File: config.mk
export PLATFORM = sky130hd
export DESIGN_NAME = ibex_icache_key_gen
export DESIGN_NICKNAME = d
export VERILOG_FILES = /design/src/rtl/ibex_icache_key_gen.sv
export SDC_FILE = /design/constraint.sdc
export NUM_CORES = 1
export LEC_CHECK = 0
export ABC_AREA = 1
export BUFFER_PORTS_ARGS = -buffer_cell sky130_fd_sc_hd__buf_2
export CORE_MARGIN = 8
export CORE_UTILIZATION = 35
export DETAILED_ROUTE_END_ITERATION = 6
export PLACE_DENSITY = 0.58
export SLEW_MARGIN = 10
export SYNTH_ARGS = -nofsm -noshare
export SYNTH_HDL_FRONTEND = slang
export SYNTH_SLANG_ARGS = --single-unit
File: constraint.sdc
create_clock -name clk_i -period 1.89 [get_ports clk_i]
set_clock_uncertainty 0.2 [all_clocks]
set_input_delay 0.0945 -clock clk_i [delete_from_list [all_inputs] [get_ports clk_i]]
set_output_delay 0.0945 -clock clk_i [all_outputs]
set_load 0.005 [all_outputs]
File: src/rtl/ibex_icache_key_gen.sv
// rtl/ibex_icache_key_gen.sv - xorshift64 scrambling key/nonce source for the icache
// Optional stall input enabled by IBEX_ICACHE_KEYGEN_STALL_EN.
module ibex_icache_key_gen #(
    parameter int unsigned KeyW    = 128,
    parameter int unsigned NonceW  = 64,
    parameter int unsigned Latency = 8,
    parameter logic [63:0] Seed    = 64'h0123_4567_89AB_CDEF
) (
    input  logic              clk_i,
    input  logic              rst_ni,
    input  logic              req_i,
`ifdef IBEX_ICACHE_KEYGEN_STALL_EN
    input  logic              stall_i,
`endif
    output logic              valid_o,
    output logic [KeyW-1:0]   key_o,
    output logic [NonceW-1:0] nonce_o,
    output logic              busy_o
);

    typedef enum logic [1:0] {
        IDLE = 2'd0,
        BUSY = 2'd1,
        RESP = 2'd2
    } state_e;

    localparam logic [7:0]        LoadCnt    = 8'(Latency - 1);
    localparam logic [KeyW-1:0]   KeyReset   = KeyW'(128'hDDDDDDDD_EEEEEEEE_AAAAAAAA_DDDDDDDD);
    localparam logic [NonceW-1:0] NonceReset = NonceW'(64'hBBBBEEEE_EEEEFFFF);

    state_e      r_state;
    state_e      w_state_n;
    logic [63:0] r_s;
    logic [63:0] w_s_next;
    logic [7:0]  r_cnt;
    logic [63:0] r_kh;
    logic [63:0] r_kl;
    logic [63:0] r_nn;
    logic        w_stall;
    logic        w_adv;

`ifdef IBEX_ICACHE_KEYGEN_STALL_EN
    assign w_stall = stall_i;
`else
    assign w_stall = 1'b0;
`endif

    // Generation only advances in BUSY; a stall freezes s, cnt and the shadows together.
    assign w_adv = (r_state == BUSY) && !w_stall;

    function automatic logic [63:0] f_xorshift(input logic [63:0] s);
        logic [63:0] t;
        t = s ^ (s << 13);
        t = t ^ (t >> 7);
        t = t ^ (t << 17);
        return t;
    endfunction

    assign w_s_next = f_xorshift(r_s);

    always_comb begin
        w_state_n = r_state;
        unique case (r_state)
            IDLE:    if (req_i) w_state_n = BUSY;
            BUSY:    if (w_adv && (r_cnt == 8'd0)) w_state_n = RESP;
            RESP:    w_state_n = IDLE;
            default: w_state_n = IDLE;
        endcase
    end

    always_ff @(posedge clk_i or negedge rst_ni) begin
        if (!rst_ni) begin
            r_state <= IDLE;
        end else begin
            r_state <= w_state_n;
        end
    end

    always_ff @(posedge clk_i or negedge rst_ni) begin
        if (!rst_ni) begin
            r_s     <= Seed;
            r_cnt   <= 8'd0;
            r_kh    <= 64'd0;
            r_kl    <= 64'd0;
            r_nn    <= 64'd0;
            key_o   <= KeyReset;
            nonce_o <= NonceReset;
        end else if ((r_state == IDLE) && req_i) begin
            r_cnt <= LoadCnt;
        end else if (w_adv) begin
            r_s <= w_s_next;
            if (r_cnt != 8'd0) begin
                r_cnt <= r_cnt - 8'd1;
            end
            if (r_cnt == 8'd2) begin
                r_kh <= w_s_next;
            end
            if (r_cnt == 8'd1) begin
                r_kl <= w_s_next;
            end
            // Last BUSY cycle: publish outputs so they change on the same edge that enters RESP.
            if (r_cnt == 8'd0) begin
                r_nn    <= w_s_next;
                key_o   <= KeyW'({r_kh, r_kl});
                nonce_o <= NonceW'(w_s_next);
            end
        end
    end

    assign valid_o = (r_state == RESP);
    assign busy_o  = (r_state == BUSY);

endmodule

==> Word level (Yosys, flattened, before mapping) <==
Cells that the tools add are included.
{ "op_classes": {"reduce_logical": 13, "addsub": 1, "eq_ne": 6, "bitwise": 4, "mux": 6} }
{ "op_table": {"columns": ["cell", "count"], "rows": [
  ["bitwise XOR 64 bit", 2],
  ["bitwise XOR 64 x 57 -> 64 bit", 1],
  ["2-to-1 mux 8 bit", 3],
  ["AND reduction 3 bit", 3],
  ["equality test 8 x 1 -> 1 bit, second input constant", 1],
  ["equality test 8 x 2 -> 1 bit, second input constant", 1],
  ["logical NOT 8 bit", 1],
  ["nonzero test 8 bit", 1],
  ["subtractor 8 x 1 -> 8 bit, second input constant", 1],
  ["AND reduction 2 bit", 3],
  ["2-to-1 mux 2 bit", 2],
  ["case mux 2 bit (2 select lines)", 1],
  ["nonzero test 2 bit", 2],
  ["equality test 2 x 1 -> 1 bit, second input constant", 1],
  ["equality test 2 bit, second input constant", 1],
  ["logical AND 1 bit", 2],
  ["logical NOT 2 bit", 1],
  ["!= test 2 x 1 -> 1 bit, second input constant", 1],
  ["!= test 2 bit, second input constant", 1],
  ["NOT 1 bit", 1]
]} }
{ "totals": {"inputBits": 3, "out_inout_bits": 194, "register_bits": 394, "wordCells": 37} }

==> Logic depth before layout (Yosys ltp) <==
Gate-level depths: netlist of run 1.
{ "depth": {"ltp_word": 4, "ltp_mapped": 9, "depth_no_buf": 9} }

==> Worst setup path after synthesis of run 1 <==
Ideal clock, no wire load.
{ "synth_timing": {"kind": "reg2reg", "from": "reg r_cnt[0]", "to": "reg key_o[1]", "t_required_ns": 1.560, "t_arrival_ns": 1.432, "synth_period_minus_slack_ns": 1.763, "slack_ns": 0.127, "setup_time_ns": 0.130, "path_stages_with_launch": 10, "path_buffers": 2, "cell_sequence": "dfrtp_1 -> inv_1 -> ha_1 -> nand2_1 -> nor2_2 -> inv_2 -> buf_2 -> buf_2 -> nand2_1 -> o21ai_1"} }
{ "synth_between": {"elab_chain_len": 2} }
{ "synth_rtl": {"columns": ["element", "line_no", "rtl"], "rows": [
  ["start: declaration", "35", "logic [7:0] r_cnt;"],
  ["start signal: assignment", "89", "r_cnt <= LoadCnt;"],
  ["start signal: assignment", "93", "r_cnt <= r_cnt - 8'd1;"],
  ["logical NOT 8 bit", "102", "if (r_cnt == 8'd0) begin"],
  ["AND reduction 3 bit (no line)", null, null],
  ["end signal: assignment", "86", "key_o <= KeyReset;"],
  ["end signal: assignment", "104", "key_o <= KeyW'({r_kh, r_kl});"],
  ["end: declaration", "16", "output logic [KeyW-1:0] key_o,"]
]} }
No other way between the ends.
A chain may end at the register's enable or synchronous reset.

==> Worst setup path after layout of run 1 <==
{ "layout_timing": {"from": "reg r_s[24]", "to": "reg r_s[30]"} }
{ "layout_between": {"elab_chain_len": 3} }
{ "layout_rtl": {"columns": ["element", "line_no", "rtl"], "rows": [
  ["start: declaration", "33", "logic [63:0] r_s;"],
  ["start signal: assignment", "91", "r_s <= w_s_next;"],
  ["bitwise XOR 64 bit", "53", "t = s ^ (s << 13);"],
  ["bitwise XOR 64 x 57 -> 64 bit", "54", "t = t ^ (t >> 7);"],
  ["bitwise XOR 64 bit", "55", "t = t ^ (t << 17);"]
]} }
No other way between the ends.

==> results of run 1 <==
==> cells in the final DEF (no fill, tap or decap), types with 8 or more instances in the layout <==
cell type,instances
nand3_2,16
nand2_2,63
buf_12,26
o21ai_1,66
o21ai_0,77
buf_4,118
nand2_1,1233
dfrtp_1,221
nor2_1,8
nand3_1,198
inv_2,15
buf_2,195
clkbuf_8,8
clkbuf_1,9
clkbuf_16,46
dfstp_2,172
inv_1,135
==> cells by family (layout without fill, tap and decap cells) <==
family | Yosys count | count (layout) | share of synthesized area [%]
xor gates and xnor gates | 7 | 7 | 0.341
DFF | 394 | 394 | 56.1
buffers and inverters | 233 | 590 | 5.28
AOI/OAI and AO/OA | 143 | 143 | 3.99
adders and majority gates | 3 | 3 | 0.209
and+or+nand+nor | 1541 | 1541 | 34.1
==> flip-flops by register name, summed over array words and instances (netlist names) <==
signal   flops
r_kh        64
r_state      2
nonce_o     64
r_cnt        8
key_o      128
r_kl        64
r_s         64
==> final timing paths <==
check / cells past startpoint / endpoint / slack, ps / start
setup reg to reg: 8 / r_s[30] / 40 / r_s[24]
hold / removal: 2 / key_o[114] / 260 / key_o[114]
max in group asynchronous: 5 / nonce_o[9] / 110 / rst_ni
min in group asynchronous: 3 / r_s[18] / 560 / rst_ni
setup / recovery: 8 / r_s[30] / 40 / r_s[24]
hold reg to reg: 2 / key_o[114] / 260 / key_o[114]
==> critical path, stage by stage (launching register included) <==
cell and delay, ps:
dfstp_2 620, buf_4 150, nand2_1 60, nand2_2 130, nand2_1 80, nand2_2 130
nand2_2 140, nand3_1 160, nand2_1 70
==> layer usage <==
| layer | GRT usage [%] | wire, um |
|---|---|---|
| met1 | 27.7 | 27600 |
| met2 | 32.9 | 28700 |
| met3 | 3.48 | 3490 |
| met4 | 7.25 | 2070 |
| met5 | 0 | 0 |
==> power by group through the flow <==
| stage | clock network, mW | logic (mW) | registers (mW) |
|---|---|---|---|
| 6_report | 9.46 | 3.92 | 8.61 |
| 5_1_grt | 10.0 | 4.19 | 8.62 |
| 4_1_cts | 9.67 | 3.72 | 8.60 |
| 3_5_place_dp | 0 | 3.31 | 8.73 |
| 3_3_place_gp | 0 | 3.30 | 8.73 |
| 2_1_floorplan | 0 | 1.82 | 8.74 |
==> what timing repair did <==
| action | 4_1_cts | 5_1_grt |
|---|---|---|
| resized for setup | 23 | 108 |
| buffers inserted | 3 | 9 |
| setup endpoints to repair | 141 | 281 |
| gates cloned | 2 | 0 |
| hold buffers | 5 | 0 |
| pin swaps | 3 | 8 |
| endpoints found under the hold margin | 401 | 0 |
==> per-stage QoR <==
stage               area, um^2  setup WS, ps  std cells  utilization [%]  power [mW]
finish                   23000          42.2       3358             45.1        22.0
global route             23000         -30.0       3358             45.1        22.8
CTS                      22600         -20.4       3349             44.4        22.0
detailed placement       20800          -106       3256             40.8        12.0
global placement         20800         -89.2       3256             40.8        12.0
floorplan                18000           127       2321                -        10.6
==> cell type report <==
class,instances,share of cell area (%)
clock buffers,63,5.63
clock inverters,20,1.37
inverters,153,2.55
multi-input cells,1694,31.7
flip-flops and latches,394,43.8
well taps,680,3.70
repair buffers,354,11.3
==> flow_summary.json, run 1 <==
{
  "hold_viol": 0,
  "hp-class": "register to register",
  "path_clk_slew_ps": 60,
  "synth.most_common_cell": "nand2_1",
  "port_buffers": 196,
  "yosysTopAreaCell": "dfrtp_1",
  "finalMaxSlewViolations": 0,
  "synth_fp_nets": 2327,
  "io-pin-count": 197,
  "worstPathArrival_ps": 2100,
  "swShare_pct": 29.1,
  "grt_usage_pct": 20.5,
  "insertion_delay_ps": 580,
  "seqPwrFrac_pct": 39.2,
  "core.rowCount": 83,
  "startpoint_type": "register",
  "clockBufferDepth": 3,
  "ctsHtreeMaxLevel": 2,
  "synth-seq-cells": 394,
  "hold_slack_ps": 258,
  "post-route-period-util_pct": 97.8,
  "peakVddDrop_mv": 0.789,
  "diodes": 0,
  "fp.coreArea_um2": 51000,
  "yosysSeqAreaShare_pct": 56.1,
  "p_int_mw": 15.6,
  "worst_ep_required_time_ps": 2150,
  "power_density_nw_per_um2": 955,
  "p_sw_mw": 6.39,
  "fin_nets": 2648,
  "cts_root_buf": "clkbuf_16",
  "cts_sinks": 394,
  "synth_edf_count": 0,
  "ys_top_cells_by_count": "nand2_1 (1303), dfrtp_1 (222), nand3_1 (216)",
  "first_iter_violations": 1345,
  "drive_above_1_share_pct": 26.7,
  "rsz0062_at_grt": "true",
  "synth_cell_types": 22,
  "drtAntennaViolNets": 0,
  "num_vias": 16499,
  "finalSetupViolCount": 0,
  "p_leak_nw": 12.3,
  "die_h_um": 242,
  "synthArstFlopShare_pct": 100,
  "cts_tree": "built",
  "setup.worst_path.class": "register to register",
  "cp_max_fo": 5,
  "viasPerCell": 4.91,
  "grt_pass1_vias": 16205,
  "dieArea_um2": 58800,
  "max_slew_margin_pct": 32.7,
  "post-dp-hpwl_um": 45000,
  "wl_um": 61900,
  "nFillCells": 5003,
  "avgSynthCellArea_um2": 7.74,
  "power_frac_clock_pct": 43.0,
  "synth_cells": 2321,
  "antenna_found_initial": 0,
  "multi_input_area_um2": 7300,
  "max_freq_ghz": 0.541,
  "endpoint_kind": "register",
  "grt_overflow": 0,
  "yosysTopAreaCellShare_pct": 30.9,
  "status": "finished clean",
  "drc": 0,
  "place_congestion": 0.948,
  "grt_pass1_wl_um": 95900,
  "grt_max_degree": 70,
  "yosys-top-cells-area": "dfrtp_1 (31%), nand2_1 (27%), dfstp_2 (25%)",
  "synth-main-ff-cell": "dfrtp_1",
  "combPwrFrac_pct": 17.8,
  "dr.pass1.iters": 6,
  "avgRoutedWirePerCell_um": 18.4,
  "initial_core_util_pct": 35.2,
  "setup_tns_ps": 0,
  "numCtsBuffers": 45,
  "die_w_um": 242,
  "tightest_slew_ps": 1010,
  "syn_to_final_growth_pct": 28.2,
  "cap_violations": 0,
  "syn_area_um2": 18000,
  "final-seq-area_um2": 10100,
  "ys_warn_count": 0,
  "fin_crit_ps": 1850
}
(Power assumes the default switching activity.)
==> inputs of run 2 (changes only) <==
--- a/config.mk
+++ b/config.mk
@@ -11,6 +11,7 @@
 export CORE_UTILIZATION = 35
 export DETAILED_ROUTE_END_ITERATION = 6
 export PLACE_DENSITY = 0.58
+export REMOVE_ABC_BUFFERS = 1
 export SLEW_MARGIN = 10
 export SYNTH_ARGS = -nofsm -noshare
 export SYNTH_HDL_FRONTEND = slang
==> flow_summary.json, run 2 (synthesized netlist as in run 1, its figures left out) <==
{
  "status": "finished, violations left",
  "violations": "negative setup slack",
  "cts_sinks": 394,
  "endpoint_kind": "register",
  "setup_tns_ps": -21.8,
  "fin_cells": 3335,
  "drive_above_1_share_pct": 23.5,
  "core.rowCount": 83,
  "numCtsBuffers": 44,
  "initial_core_util_pct": 35.2,
  "setup.worst_path.class": "register to register",
  "post-dp-hpwl_um": 39700,
  "avgRoutedWirePerCell_um": 18.0,
  "grt_max_degree": 64,
  "die_h_um": 242,
  "dr.pass1.iters": 5,
  "rsz0062_at_grt": "true",
  "wl_um": 60100,
  "cp_slowest_stage_delay_ps": 410,
  "drc": 0,
  "top_register": "key_o",
  "cts_root_buf": "clkbuf_16",
  "cp_cell_sequence": "inv_2, ha_4, nand2_4, buf_6, nor3_4, buf_6, clkbuf_16, nand3_1, nand2_1",
  "worst_ep_required_time_ps": 2210,
  "hp-class": "input pin to asynchronous set/reset pin",
  "p_sw_mw": 6.58,
  "place_area_um2": 20400,
  "power_frac_clock_pct": 39.5,
  "peakVddDrop_mv": 0.588,
  "path_clk_slew_ps": 60,
  "swShare_pct": 30.0,
  "first_iter_violations": 1208,
  "tightest_slew_ps": 393,
  "p_int_mw": 15.4,
  "finalSetupViolCount": 2,
  "layout_common_cells": "nand2_1 (1289), dfrtp_1 (220), nand3_1 (211)",
  "num_vias": 16260,
  "insertion_delay_ps": 580,
  "fin_nets": 2624,
  "grt_overflow": 0,
  "die_w_um": 242,
  "drtAntennaViolNets": 0,
  "largest_reg_flops": 128,
  "grt_usage_pct": 18.8,
  "io-pin-count": 197,
  "cts_tree": "built",
  "post-route-period-util_pct": 101,
  "dp.cells": 3210,
  "ctsHtreeMaxLevel": 2,
  "viasPerCell": 4.88,
  "p_leak_nw": 12.2,
  "antenna_found_initial": 0,
  "fp.coreArea_um2": 51000,
  "cp_common_cell": "buf_6",
  "syn_to_final_growth_pct": 26.5,
  "dieArea_um2": 58800,
  "startpoint_type": "register",
  "place_congestion": 0.907,
  "hold_viol": 0,
  "fin_area_um2": 22700,
  "combPwrFrac_pct": 21.3,
  "cap_violations": 0,
  "grt_pass1_vias": 15522,
  "cp_max_fo": 8,
  "port_buffers": 196,
  "slowest_stage": "dfrtp_1",
  "finalMaxSlewViolations": 0,
  "fin_crit_ps": 1910,
  "layout.cells.most_common": "nand2_1",
  "layout_setup_ws_ps": -17.5,
  "max_slew_margin_pct": 73.7,
  "rrSetupSlack_ps": -20,
  "nFillCells": 5084,
  "max_freq_ghz": 0.524,
  "power_density_nw_per_um2": 967,
  "clockBufferDepth": 3,
  "grt_pass1_wl_um": 88900,
  "worstPathArrival_ps": 2220,
  "seqPwrFrac_pct": 39.2
}
==> run 2: layout make-up <==
cell class	instances	area (um^2)	share of cell area [%]
Multi-Input combinational cell	1694	7050	31.0
Clock buffer	69	1330	5.84
Clock inverter	13	130	0.573
Sequential cell	394	10100	44.4
Tap cell	680	851	3.74
Inverter	153	591	2.60
Antenna cell	1	2.50	0.0110
Timing Repair Buffer	331	2690	11.8
==> run 2: layer usage <==
layer	vias to the layer above	routed length [um]	global-route usage [%]
li1	7844	-	-
met1	7918	26700	24.6
met2	424	28700	31.4
met3	74	3230	3.45
met4	0	1410	5.41
met5	-	0	0
==> run 2: timing repair <==
action / in CTS / in global routing
cloned: 4 / 16
gates resized for setup: 10 / 68
hold buffers: 3 / 0
endpoints found under the setup margin: 62 / 215
endpoints found under the hold margin: 403 / 0
pin swaps: 2 / 9
buffers inserted: 8 / 12
==> run 2: final timing paths <==
kind,cells after the start,from,endpoint
min reg2reg,2,key_o[106],key_o[106]
max in group asynchronous,3,rst_ni,nonce_o[53]
min,2,rst_ni,nonce_o[21]
min in group clk_i,2,key_o[106],key_o[106]
max reg2reg,9,r_cnt[0],nonce_o[63]
max,9,r_cnt[0],nonce_o[63]
==> run 2: worst max-delay path: cells and delay by family, from the launching register on <==
family,cells,cell delay (ps)
and+or+nand+nor,4,460
DFF,1,410
buffers and inverters,4,610
adders and majority gates,1,150
==> run 2: power groups by stage <==
stage | combinational [mW] | sequential [mW] | clock [mW]
global placement | 3.35 | 8.73 | 0
finish | 4.68 | 8.62 | 8.67
global route | 4.97 | 8.62 | 9.21
floorplan | 1.49 | 8.74 | 0
detailed placement | 3.39 | 8.73 | 0
CTS | 3.94 | 8.60 | 8.89
==> run 2: metrics by stage <==
stage / power (mW) / setup slack (ps) / hold WS, ps / util [%]
after floorplan: 10.2 / -2950 / -401 / -
final: 22.0 / -17.5 / 47.1 / 44.6
after global placement: 12.1 / -11.2 / -154 / 39.9
after global routing: 22.8 / -56.8 / 61.9 / 44.6
after detailed placement: 12.1 / -86.8 / -150 / 39.9
after CTS: 21.4 / -10.8 / 38.7 / 43.3
==> inputs of run 3 (changes only) <==
--- a/config.mk
+++ b/config.mk
@@ -5,12 +5,11 @@
 export SDC_FILE = /design/constraint.sdc
 export NUM_CORES = 1
 export LEC_CHECK = 0
-export ABC_AREA = 1
 export BUFFER_PORTS_ARGS = -buffer_cell sky130_fd_sc_hd__buf_2
 export CORE_MARGIN = 8
 export CORE_UTILIZATION = 35
 export DETAILED_ROUTE_END_ITERATION = 6
-export PLACE_DENSITY = 0.58
+export PLACE_DENSITY = 0.59
 export REMOVE_ABC_BUFFERS = 1
 export SLEW_MARGIN = 10
 export SYNTH_ARGS = -nofsm -noshare
==> flow_summary.json, run 3 <==
{
  "r2r_end": "r_kl[52]",
  "worst_ep_required_time_ps": 2120,
  "wl_met2_um": 25200,
  "slowest_stage": "dfrtp_1",
  "initial_core_util_pct": 35.6,
  "cp_slowest_stage_delay_ps": 410,
  "insertion_delay_ps": 560,
  "place_congestion": 0.801,
  "syn_to_final_growth_pct": 43.7,
  "hold_viol": 0,
  "path_clk_slew_ps": 60,
  "cp_max_fo": 17,
  "grt_pass1_wl_um": 73300,
  "violations": "negative setup slack",
  "rrSetupSlack_ps": -110,
  "fin_nets": 1980,
  "tightest_slew_ps": 537,
  "cp_cell_sequence": "nor4_4, buf_4, buf_12, buf_4, nand3_4, buf_12, clkbuf_16, nand2_1, o21ai_0",
  "power_density_nw_per_um2": 720,
  "grt_usage_pct": 17.3,
  "nFillCells": 4107,
  "synth_cells": 1586,
  "finalSetupViolCount": 260,
  "synthArstFlopShare_pct": 100,
  "io-pin-count": 197,
  "avgSynthCellArea_um2": 10.2,
  "drtAntennaViolNets": 0,
  "setup_tns_ps": -10520,
  "drc": 0,
  "largest_reg_flops": 128,
  "cts_root_buf": "clkbuf_16",
  "layout.cells.most_common": "nand2_1",
  "reg2reg_from": "r_cnt[7]",
  "startpoint_type": "register",
  "first_iter_violations": 865,
  "grt_overflow": 0,
  "post-dp-hpwl_um": 30000,
  "final-seq-area_um2": 10100,
  "diodes": 0,
  "core.rowCount": 78,
  "crit_family": "buffers and inverters",
  "max_slew_margin_pct": 64.0,
  "crit_buf_inv": 5,
  "viasPerCell": 4.79,
  "status": "finished, violations left",
  "avgRoutedWirePerCell_um": 20.0,
  "layout_setup_ws_ps": -115,
  "reg2reg_depth": 9,
  "finalMaxSlewViolations": 0,
  "holdCritStartpoint": "req_i",
  "yosys-top-cells-area": "dfrtp_1 (34%), dfstp_2 (28%), nand2_1 (15%)",
  "yosysSeqAreaShare_pct": 62.3,
  "top_register": "key_o",
  "routed.top_layer": "met4",
  "fp.coreArea_um2": 45500,
  "final_util_pct": 51.1,
  "hold_depth": 4,
  "hold_end": "r_cnt[0]",
  "endpoint_kind": "register",
  "rsz0062_at_grt": "true",
  "ys_top_cells_by_count": "nand2_1 (648), dfrtp_1 (222), o21ai_0 (195)",
  "cts_tree": "built",
  "synth_cell_types": 35,
  "numCtsBuffers": 42,
  "dp_worst_setup_slack_ps": -271,
  "worstPathArrival_ps": 2240,
  "max_freq_ghz": 0.499,
  "synth-main-ff-cell": "dfrtp_1",
  "peakVddDrop_mv": 0.523,
  "ctsHtreeMaxLevel": 2,
  "fin_crit_ps": 2000,
  "setup.worst_path.class": "register to register",
  "clockBufferDepth": 3,
  "ys_warn_count": 0,
  "layout_common_cells": "nand2_1 (507), dfrtp_1 (218), buf_2 (195)",
  "antenna_found_initial": 0,
  "syn_area_um2": 16200,
  "cts_sinks": 394,
  "die_h_um": 231,
  "multi_input_area_um2": 6960,
  "synth.most_common_cell": "nand2_1",
  "grt_max_degree": 96,
  "yosysTopAreaCellShare_pct": 34.4,
  "dr.pass1.iters": 5,
  "yosysTopAreaCell": "dfrtp_1",
  "grt_pass1_vias": 12622,
  "dieArea_um2": 53300,
  "num_vias": 12482,
  "die_w_um": 231,
  "dr_wl_met3_um": 2540,
  "synth-seq-cells": 394,
  "hp-class": "input pin to register",
  "p_leak_nw": 11.3,
  "post-route-period-util_pct": 106,
  "drive_above_1_share_pct": 46.5,
  "wl_um": 52100,
  "synth_edf_count": 0,
  "m1WireLength_um": 23700,
  "port_buffers": 196,
  "total_power_mw": 16.7,
  "cap_violations": 0
}
-- run 3: cell types whose count changed after synthesis, sizes merged, moves of 15 or more --
cell    before  now
clkbuf      25   40
o21ai      143  199
xor2         6   39
inv        153    3
xnor2        1  139
nand3      216    4
mux2         0   28
nand2     1303  648
-- run 3: layout make-up --
cell class / count / share of cell area (%)
Sequential cell: 394 / 43.4
Clock inverter: 11 / 0.382
Clock buffer: 64 / 5.27
Inverter: 5 / 0.156
Tap cell: 600 / 3.23
Multi-Input combinational cell: 1099 / 29.9
Timing Repair Buffer: 432 / 17.7
-- run 3: report_power, final --
part / internal [mW] / leakage [nW] / switching (mW)
Sequential: 8.45 / 4.84 / 0
Clock: 4.61 / 0.643 / 3.42
Combinational: 0.0569 / 5.77 / 0.187
Total: 13.1 / 11.3 / 3.61
-- run 3: cell families (layout without fill, tap and decap cells) --
| group | count (synthesis) | after routing | synth area share [%] |
|---|---|---|---|
| simple gates | 678 | 678 | 16.3 |
| flops | 394 | 394 | 62.3 |
| compound gates | 209 | 209 | 6.57 |
| xor+xnor | 178 | 178 | 9.64 |
| buf+inv | 93 | 512 | 2.84 |
| mux | 31 | 31 | 2.14 |
| fa+ha+maj | 3 | 3 | 0.232 |
-- run 3: tightest hold or removal path: stages --
cell,delay (ps)
dlygate4sd3_1,520
buf_2,120
nand2_1,80
nand2_1,60
-- run 3: how the worst max path moves through the flow --
| stage | slack (ps) | startpoint | end | cells past startpoint |
|---|---|---|---|---|
| final | -110 | r_cnt[7] | r_kl[52] | 9 |
| after detailed placement | -270 | r_s[17] | r_kh[34] | 5 |
| after global placement | -240 | r_s[17] | r_kl[34] | 5 |
| after global routing | -180 | r_cnt[7] | r_kl[38] | 8 |
| after floorplan | -4990 | r_cnt[0] | nonce_o[24] | 5 |
| after CTS | -80 | r_cnt[6] | r_kl[26] | 6 |
-- run 3: metal layers --
layer,up-vias,GRT usage [%]
li1,5820,-
met4,0,3.70
met1,6353,23.4
met5,-,0
met2,255,28.0
met3,54,3.92
-- run 3: repair_timing --
item | in CTS | in global routing
gates cloned | 11 | 39
resized for setup | 130 | 306
hold buffers | 3 | 0
endpoints found under the setup margin | 301 | 353
setup buffers | 26 | 12
pin swaps | 17 | 124
hold endpoints to repair | 346 | 0
-- run 3: stage by stage --
stage               cell area (um^2)  hold slack [ps]  cells
floorplan                      15700             -401   1498
global placement               18900            -87.9   2444
detailed placement             18900            -79.6   2444
CTS                            21400              132   2559
global route                   23200              167   2605
finish                         23200              165   2605
